<file path="src/rtl/ahb_dec_pkg.sv">
// ============================================================================
// Module : ahb_dec_pkg
// Brief  : Shared AHB encodings, decode helpers and default-slave state type.
// Rev    : 1.0 - initial release
// ============================================================================
`default_nettype none

package ahb_dec_pkg;

  localparam logic [1:0] HTRANS_IDLE   = 2'b00;
  localparam logic [1:0] HTRANS_BUSY   = 2'b01;
  localparam logic [1:0] HTRANS_NONSEQ = 2'b10;
  localparam logic [1:0] HTRANS_SEQ    = 2'b11;

  localparam logic [1:0] HRESP_OKAY  = 2'b00;
  localparam logic [1:0] HRESP_ERROR = 2'b01;

  localparam int DEC_LSB = 10;

  typedef enum logic [1:0] {
    DFT_IDLE = 2'd0,
    DFT_ERR1 = 2'd1,
    DFT_ERR2 = 2'd2
  } dft_state_t;

  function automatic int clog2(input int value);
    int r;
    int v;
    r = 0;
    v = value - 1;
    while (v > 0) begin
      r = r + 1;
      v = v >> 1;
    end
    return r;
  endfunction

  // Range test via borrow bits so a zero base never yields a constant compare.
  function automatic logic in_range(input logic [21:0] a, input logic [21:0] lo,
                                    input logic [21:0] hi);
    logic [22:0] d_lo;
    logic [22:0] d_hi;
    d_lo = {1'b0, a} - {1'b0, lo};
    d_hi = {1'b0, hi} - {1'b0, a};
    return !d_lo[22] && !d_hi[22];
  endfunction

  function automatic logic trans_valid(input logic [1:0] trans);
    return (trans == HTRANS_NONSEQ) || (trans == HTRANS_SEQ);
  endfunction

endpackage

`default_nettype wire

</file>
<file path="src/rtl/ahb_dec_default_slave.sv">
// ============================================================================
// Module : ahb_dec_default_slave
// Brief  : Built-in default slave, two-cycle ERROR for any valid transfer.
// Rev    : 1.0 - initial release
// ============================================================================
`default_nettype none

module ahb_dec_default_slave
  import ahb_dec_pkg::*;
(
  input  logic       clk,
  input  logic       rst,
  input  logic       sel,
  input  logic       ready_in,
  input  logic [1:0] trans,
  output logic       ready,
  output logic [1:0] resp
);

  dft_state_t state;
  dft_state_t state_nxt;
  logic       start;

  assign start = sel & ready_in & trans_valid(trans);

  always_ff @(posedge clk) begin
    if (rst) state <= DFT_IDLE;
    else     state <= state_nxt;
  end

  always_comb begin
    state_nxt = state;
    ready     = 1'b1;
    resp      = HRESP_OKAY;
    case (state)
      DFT_IDLE: begin
        if (start) state_nxt = DFT_ERR1;
      end
      DFT_ERR1: begin
        ready     = 1'b0;
        resp      = HRESP_ERROR;
        state_nxt = DFT_ERR2;
      end
      DFT_ERR2: begin
        resp      = HRESP_ERROR;
        state_nxt = start ? DFT_ERR1 : DFT_IDLE;
      end
      default: state_nxt = DFT_IDLE;
    endcase
  end

endmodule

`default_nettype wire

</file>
<file path="src/rtl/ahb_decode_stage_param.sv">
// ============================================================================
// Module : ahb_decode_stage_param
// Brief  : AHB decoder stage, N_PORTS outputs plus default slave; optional
//          unmapped-access capture under AHB_DEC_ERR_CAPTURE_EN.
// Rev    : 1.0 - initial release
// ============================================================================
`default_nettype none

module ahb_decode_stage_param
  import ahb_dec_pkg::*;
#(
  parameter int                   N_PORTS    = 5,
  parameter int                   DATA_W     = 32,
  parameter logic [N_PORTS*22-1:0] PORT_BASE  = {22'h100044, 22'h100040, 22'h100000,
                                                 22'h080000, 22'h000000},
  parameter logic [N_PORTS*22-1:0] PORT_LIMIT = {22'h100057, 22'h100043, 22'h100017,
                                                 22'h0803ff, 22'h0003ff}
) (
  input  logic                      HCLK,
  input  logic                      HRESET,
  input  logic                      HREADYS,
  input  logic                      sel_dec,
  input  logic [21:0]               decode_addr_dec,
  input  logic [1:0]                trans_dec,
  input  logic [N_PORTS-1:0]        active_dec_i,
  input  logic [N_PORTS-1:0]        readyout_dec,
  input  logic [2*N_PORTS-1:0]      resp_dec,
  input  logic [DATA_W*N_PORTS-1:0] rdata_dec,
  output logic [N_PORTS-1:0]        sel_dec_o,
  output logic                      active_dec,
  output logic                      HREADYOUTS,
  output logic [1:0]                HRESPS,
  output logic [DATA_W-1:0]         HRDATAS,
  input  logic                      err_clr,
  output logic                      err_valid,
  output logic [21:0]               err_addr
);

  localparam int               IDX_W   = clog2(N_PORTS + 1);
  localparam logic [IDX_W-1:0] DFT_IDX = IDX_W'(N_PORTS);

  logic [IDX_W-1:0] dec_port;
  logic [IDX_W-1:0] addr_port;
  logic [IDX_W-1:0] data_port;
  logic             dft_sel;
  logic             dft_ready;
  logic [1:0]       dft_resp;

  // Descending scan so the lowest matching port wins on overlap.
  always_comb begin
    dec_port = DFT_IDX;
    for (int p = N_PORTS - 1; p >= 0; p--) begin
      if (in_range(decode_addr_dec, PORT_BASE[p*22 +: 22], PORT_LIMIT[p*22 +: 22]))
        dec_port = IDX_W'(p);
    end
    addr_port = (trans_dec == HTRANS_IDLE) ? data_port : dec_port;
  end

  always_comb begin
    sel_dec_o  = '0;
    active_dec = 1'b1;
    for (int p = 0; p < N_PORTS; p++) begin
      if (addr_port == IDX_W'(p)) begin
        sel_dec_o[p] = sel_dec;
        active_dec   = active_dec_i[p];
      end
    end
  end

  assign dft_sel = sel_dec & (addr_port == DFT_IDX);

  always_ff @(posedge HCLK) begin
    if (HRESET)       data_port <= DFT_IDX;
    else if (HREADYS) data_port <= addr_port;
  end

  ahb_dec_default_slave u_dft (
    .clk      (HCLK),
    .rst      (HRESET),
    .sel      (dft_sel),
    .ready_in (HREADYS),
    .trans    (trans_dec),
    .ready    (dft_ready),
    .resp     (dft_resp)
  );

  always_comb begin
    HREADYOUTS = dft_ready;
    HRESPS     = dft_resp;
    HRDATAS    = '0;
    for (int p = 0; p < N_PORTS; p++) begin
      if (data_port == IDX_W'(p)) begin
        HREADYOUTS = readyout_dec[p];
        HRESPS     = resp_dec[2*p +: 2];
        HRDATAS    = rdata_dec[DATA_W*p +: DATA_W];
      end
    end
  end

`ifdef AHB_DEC_ERR_CAPTURE_EN
  logic capture;

  // A simultaneous clear re-arms capture so the new address is recorded.
  assign capture = dft_sel & HREADYS & trans_valid(trans_dec) & (~err_valid | err_clr);

  always_ff @(posedge HCLK) begin
    if (HRESET) begin
      err_valid <= 1'b0;
      err_addr  <= '0;
    end else if (capture) begin
      err_valid <= 1'b1;
      err_addr  <= decode_addr_dec;
    end else if (err_clr) begin
      err_valid <= 1'b0;
    end
  end
`else
  logic unused_err_clr;
  assign unused_err_clr = err_clr;
  assign err_valid      = 1'b0;
  assign err_addr       = '0;
`endif

endmodule

`default_nettype wire

</file>
<file path="config.mk">
export PLATFORM = sky130hd
export DESIGN_NAME = ahb_decode_stage_param
export DESIGN_NICKNAME = d
export VERILOG_FILES = /design/src/rtl/ahb_dec_pkg.sv /design/src/rtl/ahb_dec_default_slave.sv /design/src/rtl/ahb_decode_stage_param.sv
export SDC_FILE = /design/constraint.sdc
export NUM_CORES = 1
export LEC_CHECK = 0
export ABC_CLOCK_PERIOD_IN_PS = 2450
export CORE_AREA = 2 2 105 107
export CTS_BUF_LIST = sky130_fd_sc_hd__clkbuf_8 sky130_fd_sc_hd__clkbuf_16
export DETAILED_ROUTE_END_ITERATION = 7
export DIE_AREA = 0 0 107 109
export GPL_TIMING_DRIVEN = 0
export PLACE_DENSITY = 0.78
export SYNTH_ARGS = -nofsm -noshare
export SYNTH_HDL_FRONTEND = slang
export SYNTH_SLANG_ARGS = --single-unit
</file>
<file path="constraint.sdc">
create_clock -name HCLK -period 2.45 [get_ports HCLK]
set_clock_uncertainty 0.15 [all_clocks]
set_input_delay 0.49 -clock HCLK [delete_from_list [all_inputs] [get_ports HCLK]]
set_output_delay 0.49 -clock HCLK [all_outputs]
set_load 0.005 [all_outputs]
</file>
==> summary.txt, run 1 <==
CTS
-------------------------------------------------------------------------------------
Number of CTS-inserted buffers                                                      3
Clock-pin slew of the registers on the worst-case setup and hold paths        0.04 ns
TritonCTS clock tree                                                            built
Largest buffer count on any clock path                                              2
Quantity of hold-fixing buffers added after cts                                     0
Clock Tree Root                                                              clkbuf_8
Clock latency on the worst-skew pair                                          0.22 ns
Level count of the clock H-tree                                                     1
CTS sink count                                                                      5

DETAILED ROUTING
-------------------------------------------------------------------------------------
DR iter-0 viols                                                                    91
Via count                                                                       3,162
Final WL                                                                    11,000 µm
Count of TritonRoute iterations in the first routing pass                           4
Number of antenna-violating nets in the routed design                               0
Vias per std cell                                                                4.51
Final routed wire length divided by cell count                                15.7 µm
Residual DRC                                                                        0

RUN STATUS
-------------------------------------------------------------------------------------
Failing checks                                                           negative setup slack
Result of the run                                                        finished with violations

GLOBAL ROUTE
-------------------------------------------------------------------------------------
GRT Residual Overflow                                                               0
Largest net degree at the start of global routing                                  11
Number of global-route vias before repair                                       3,273
Global-route wire length before repair                                      16,000 µm
All-Layer GR Usage                                                              0.173
Antenna violations before repair                                                    0

STA
-------------------------------------------------------------------------------------
Final setup violation count                                                         6
FMAX                                                                        0.355 GHz
Least-Margin Pin Slew                                                        0.520 ns
Unrepaired setup endpoints after global routing                                  true
Worst Setup Slack, final                                                    -0.370 ns
Max-slew violation total from the final report                                      0
Hold violation count in the final report                                            0
Max_slew headroom                                                               0.653
Crit share post-route                                                            1.15
Post-route worst hold slack                                                  0.356 ns
Final Critical Period                                                         2.82 ns

SETUP PATH
-------------------------------------------------------------------------------------
Critical path type                                                          in -> out
Critical path fanouts, max                                                          3
Endpoint kind of the worst setup timing path                              output port
Worst reg2reg path startpoint                                            data_port[0]
Required arrival time at the worst endpoint                                   1.81 ns
Setup slack on the worst flop-to-flop path                                    0.75 ns
Data arrival at the endpoint of the critical path                             2.18 ns
Path depth of the worst reg2reg path                                                7
Worst r2r dst                                                            data_port[0]
Critical Path Source Type                                                  input port

SYNTHESIS
-------------------------------------------------------------------------------------
Post-synth top area share                                                       0.365
Warnings from Yosys                                                                 0
Sequential share of the synthesized area                                       0.0477
Number of enable flip-flop cells after synthesis                                    0
Share of flip-flops with an asynchronous set or reset after synthesis               0
Gate count after technology mapping                                               266
Total standard cell area after synthesis                                     2100 µm²
Main synth FF type                                                            dfxtp_1
Cell taking the most area after synthesis                                      mux4_2
Average cell area after synthesis                                            7.89 µm²
Biggest area contributors in the synthesized netlist                     mux4_2, o21ai_0, buf_4
Synthesized flop and latch total                                                    5
Number of unique standard cell types used by synthesis                             49

LAYOUT
-------------------------------------------------------------------------------------
Antenna fix cells                                                                   0
Utilization after layout                                                        0.489
Layout-stage area growth over the synthesis result                               147%
Proportion of layout cells with a drive suffix above 1                          0.317
Post-layout instance count excluding filler cells                                 701
Number of nets in the finished design                                             776
Layout fillers                                                                    970

DIE
-------------------------------------------------------------------------------------
Total I/O pin count                                                               273
Die Outline Area                                                           11,700 µm²
Die Wd                                                                         107 µm
Initial Utilization                                                             0.198
Height of the die                                                              109 µm
Core region area                                                           10,600 µm²
Row Count                                                                          38

JOB
-------------------------------------------------------------------------------------
Max Cap Violations                                                                  0

POWER AND IR DROP
-------------------------------------------------------------------------------------
Areal power density over the cells                                         152 nW/µm²
Worst ir drop on vdd                                                           191 µV
Total Power Consumption                                                        791 µW
Leakage power total                                                        0.00229 µW

PLACE
-------------------------------------------------------------------------------------
Gp weighted congestion                                                          0.783
Number of placed instances, taps included                                         674
Number of port buffers                                                            246
HPWL after detailed placement                                                 9000 µm
Post-place setup slack                                                       -1.13 ns

WORST HOLD PATH
-------------------------------------------------------------------------------------
Hold EP                                                                  u_dft.state[1]
Hold depth                                                                          2
Hold Path Origin                                                         u_dft.state[1]
Hold crit path type                                                        reg -> reg

metal layers:
metal	wire length (µm)	part of all wire	track usage	vias to the layer above
li1	-	-	-	1503
met1	4000	0.36	0.186	1472
met2	6040	0.55	0.355	169
met3	800	0.073	0.0281	18
met4	174	0.016	0.0325	0
met5	0	0	0	-
how the worst max path moves through the flow:
stage	slack, ns	to	from
after global routing	-0.39	active_dec	decode_addr_dec[12]
after floorplan	0.06	sel_dec_o[4]	decode_addr_dec[15]
after CTS	-0.35	active_dec	decode_addr_dec[8]
final	-0.37	active_dec	decode_addr_dec[11]
after detailed placement	-1.13	sel_dec_o[4]	decode_addr_dec[15]
after global placement	-1.10	sel_dec_o[4]	decode_addr_dec[15]
metrics by stage:
step                      setup TNS [ns]  cell area (µm²)
after floorplan                        0             2180
after global placement            -32.08             4820
after detailed placement          -33.28             4820
after CTS                          -2.48             5170
after global routing               -1.94             5190
final                              -1.78             5190
cell type report:
cell class	instances	area, µm²	area share
tap	140	175	0.0338
inverter	38	143	0.0275
sequential	5	111	0.0215
buffer	35	282	0.0542
timing repair buffer	274	2610	0.503
multi-input combinational	205	1820	0.351
clock inverter	1	3.75	0.000723
clock buffer	3	41.3	0.00796
kinds of logic after synthesis:
family	count (synthesis)	share of synthesized area
simple gates	76	0.169
flops	5	0.0477
mux	37	0.380
fa+ha+maj	5	0.0298
buf+inv	78	0.183
compound gates	64	0.189
other cells	1	0.00179
registers in the layout, summed over array words and instances (netlist names):
name / flops
data_port: 3
u_dft.state: 2
cell usage in the layout (no fill, tap or decap), types with 6 or more instances in the layout:
| cell | Yosys | final |
|---|---|---|
| o21ai_0 | 36 | 17 |
| buf_2 | 4 | 28 |
| clkdlybuf4s50_1 | 0 | 188 |
| buf_4 | 23 | 40 |
| nand2_1 | 40 | 38 |
| mux4_2 | 34 | 34 |
| a21oi_1 | 7 | 6 |
| clkbuf_2 | 0 | 9 |
| conb_1 | 1 | 23 |
| inv_1 | 38 | 32 |
| clkdlybuf4s15_1 | 0 | 10 |
| o21ai_1 | 1 | 16 |
| inv_2 | 0 | 7 |
| nor2_1 | 14 | 10 |
| dlygate4sd2_1 | 0 | 10 |
critical path, stage by stage:
cell and delay, ns:
clkdlybuf4s50_1 0.41, nor2_2 0.16, and4_4 0.27, nand4b_1 0.22, o221ai_4 0.16, buf_6 0.14, o21ai_2 0.05, o22ai_2 0.13
buf_2 0.14
cells in the mapped netlist (2+ instances only):
master    count
clkbuf_1     13
nand2_1      40
dfxtp_1       5
mux4_2       34
or2_2         2
mux2i_1       2
inv_1        38
nand2b_1      3
buf_2         4
o22ai_1       2
nor4_1        3
buf_4        23
nor3_1        2
o21ai_0      36
a21oi_1       7
nor2_1       14
a21o_1        2
ha_1          5
where the power goes:
group          total (µW)  internal, µW  switching [µW]
combinational         547           400             147
sequential           86.7          82.4            4.30
clock                 157           108            48.7
total                 791           591             200
repair_timing:
item,in CTS,in global routing
endpoints found under the setup margin,41,40
setup buffers,18,8
resized for setup,230,49
pin swaps,17,8
gates cloned,4,0
Power figures use the tool's default switching activity.
==> run 2, diff against run 1 <==
- CAP_MARGIN: not set -> 40
- SLEW_MARGIN: not set -> 10
==> results of run 2 <==
Final layout, timing and power as in run 1 (identical DEF).
==> edit: new RTL, flow settings as in run 1 <==
Re-encode `dft_state_t` (3 states) as one-hot, 3 bits wide.
--- a/src/rtl/ahb_dec_pkg.sv
+++ b/src/rtl/ahb_dec_pkg.sv
@@ -19,6 +19,6 @@
 
-  typedef enum logic [1:0] {
-    DFT_IDLE = 2'd0,
-    DFT_ERR1 = 2'd1,
-    DFT_ERR2 = 2'd2
+  typedef enum logic [2:0] {
+    DFT_IDLE = 3'b001,
+    DFT_ERR1 = 3'b010,
+    DFT_ERR2 = 3'b100
   } dft_state_t;
Formal check against the unedited RTL: same outputs for any inputs over 10 cycles, from zero or initial values and one cycle with HRESET high; not proved beyond that.
==> edit against run 1 <==
  * The run still ends with setup timing left
  * Clock power is 6% lower
  * Sequential share of layout area is 0.32 points higher
  * Setup slack got worse by 71 ps
  * Power increased by 16%
  * Critical endpoint unchanged
  * First-iteration DRC count up 16%
  * Wire length down 2.7%
  * Sequential cell count is 1 higher
  * Global-route usage is 0.69 points lower
  * Largest power group unchanged
  * Cell area is 1.2% lower
  * Area after synthesis down 4.0%
==> edit: results (changes against run 1) <==
| Metric | Value |
|---|---|
| Post-DP HPWL | `9010 um (was 9000 um)` |
| Final GP Congestion | `0.857 (was 0.783)` |
| Initial drt markers | `106 (was 91)` |
| Final Setup Violations | `6 (unchanged)` |
| Netlist cell types | `45 (was 49)` |
| Vias in the first global route | `3123 (was 3273)` |
| Finished Layout Cells | `680 (was 701)` |
| Biggest regs | `data_port (3), u_dft.state (3) (was data_port (3), u_dft.state (2))` |
| Commonest cells in the netlist | `38 x nand2_1, 34 x inv_1, 33 x mux4_2, 33 x o21ai_0, 23 x buf_4 (was 40 x nand2_1, 38 x inv_1, 36 x o21ai_0)` |
| Dpl cell area | `4750 sq um (was 4820 sq um)` |
| Post-synthesis sequential area ratio | `0.0596 (was 0.0477)` |
| Fill count | `1007 (was 970)` |
| Post-synth top area share | `0.369 (was 0.365)` |
| LEAKAGE | `2.55 nW (was 2.29 nW)` |
| Pre-CTS setup slack | `-1290 ps (was -1130 ps)` |
| Worst Path Arrival | `2250 ps (was 2180 ps)` |
| Placed insts | `660 (was 674)` |
| Via density | `4.39 (was 4.51)` |
| Status | `finished with violations (unchanged)` |
| Overall routing resource usage | `0.166 (was 0.173)` |
| Layout cells sized above 1 | `0.269 (was 0.317)` |
| Fin nets | `751 (was 776)` |
| Clock slew at reported path FFs | `around 30 ps` |
| Failing checks | `setup timing (unchanged)` |
| Syn Inst Count | `252 (was 266)` |
| Setup ws final | `-441 ps (was -370 ps)` |
| Antenna cell count | `0 (unchanged)` |
| Routed len/inst | `15.8 um (was 15.7 um)` |
edit: cell count changes in the layout (fill, tap and decap cells not counted), sizes merged, moves of 4 or more:
cell,run 1,this run
a22oi,1,5
ha,5,0
clkdlybuf4s15,10,3
dlymetal6s2s,2,25
clkbuf,19,15
a21oi,8,3
inv,39,34
nor2b,0,6
o21ai,37,33
buf,83,68
edit: cells by family after synthesis:
group / share of synthesized area
flip-flops: 0.0596
other: 0.00186
multiplexers: 0.385
buffers and inverters: 0.183
AO/OA/AOI/OAI: 0.174
AND/OR/NAND/NOR: 0.187
XOR/XNOR: 0.00869
edit: layout make-up:
cell class / instances / share of cell area
clock buffers: 3 / 0.00805
multi-input cells: 194 / 0.338
plain buffers: 39 / 0.0702
repair buffers: 264 / 0.500
inverters: 34 / 0.0249
well taps: 140 / 0.0341
flip-flops and latches: 6 / 0.0246
edit: report_power, final:
| group | leakage, nW | switching, mW | internal, mW |
|---|---|---|---|
| clock | 0.0216 | 0.0422 | 0.105 |
| sequential | 0.0491 | 0.00433 | 0.101 |
| combinational | 2.48 | 0.189 | 0.480 |
edit: timing repair:
item	4_1_cts	5_1_grt
endpoints found under the setup margin	44	40
buffers inserted	10	8
gates cloned	0	0
resized for setup	132	65
pin swaps	19	13
edit: path summary, 6_finish.rpt:
kind	from	to	slack (ps)	cells after the start
setup reg to reg	data_port[2]	data_port[2]	720	6
hold reg to reg	u_dft.state[1]	u_dft.state[2]	360	2
hold / removal	u_dft.state[1]	u_dft.state[2]	360	2
setup / recovery	decode_addr_dec[4]	active_dec	-440	9
edit: layer usage:
metal  track usage  up-vias  part of all wire
li1              -     1434                 -
met1         0.170     1375              0.34
met2         0.346      161              0.57
met3        0.0269       14             0.077
met4        0.0408        0             0.014
met5             0        -                 0
edit: worst max-delay path, cell delays in order:
cell      delay (ps)
buf_6            100
or4b_4           540
o21a_4           140
nor4b_4          240
buf_4            170
a21o_1           120
a21bo_1          230
o311ai_2          70
buf_2            160
edit: stage by stage:
stage	utilization	hold slack (ps)	TNS (ps)
after global placement	0.448	335	-30900
after detailed placement	0.448	359	-30930
final	0.484	365	-1910
after floorplan	-	320	-205
after CTS	0.466	365	-8910
after global routing	0.484	383	-2440
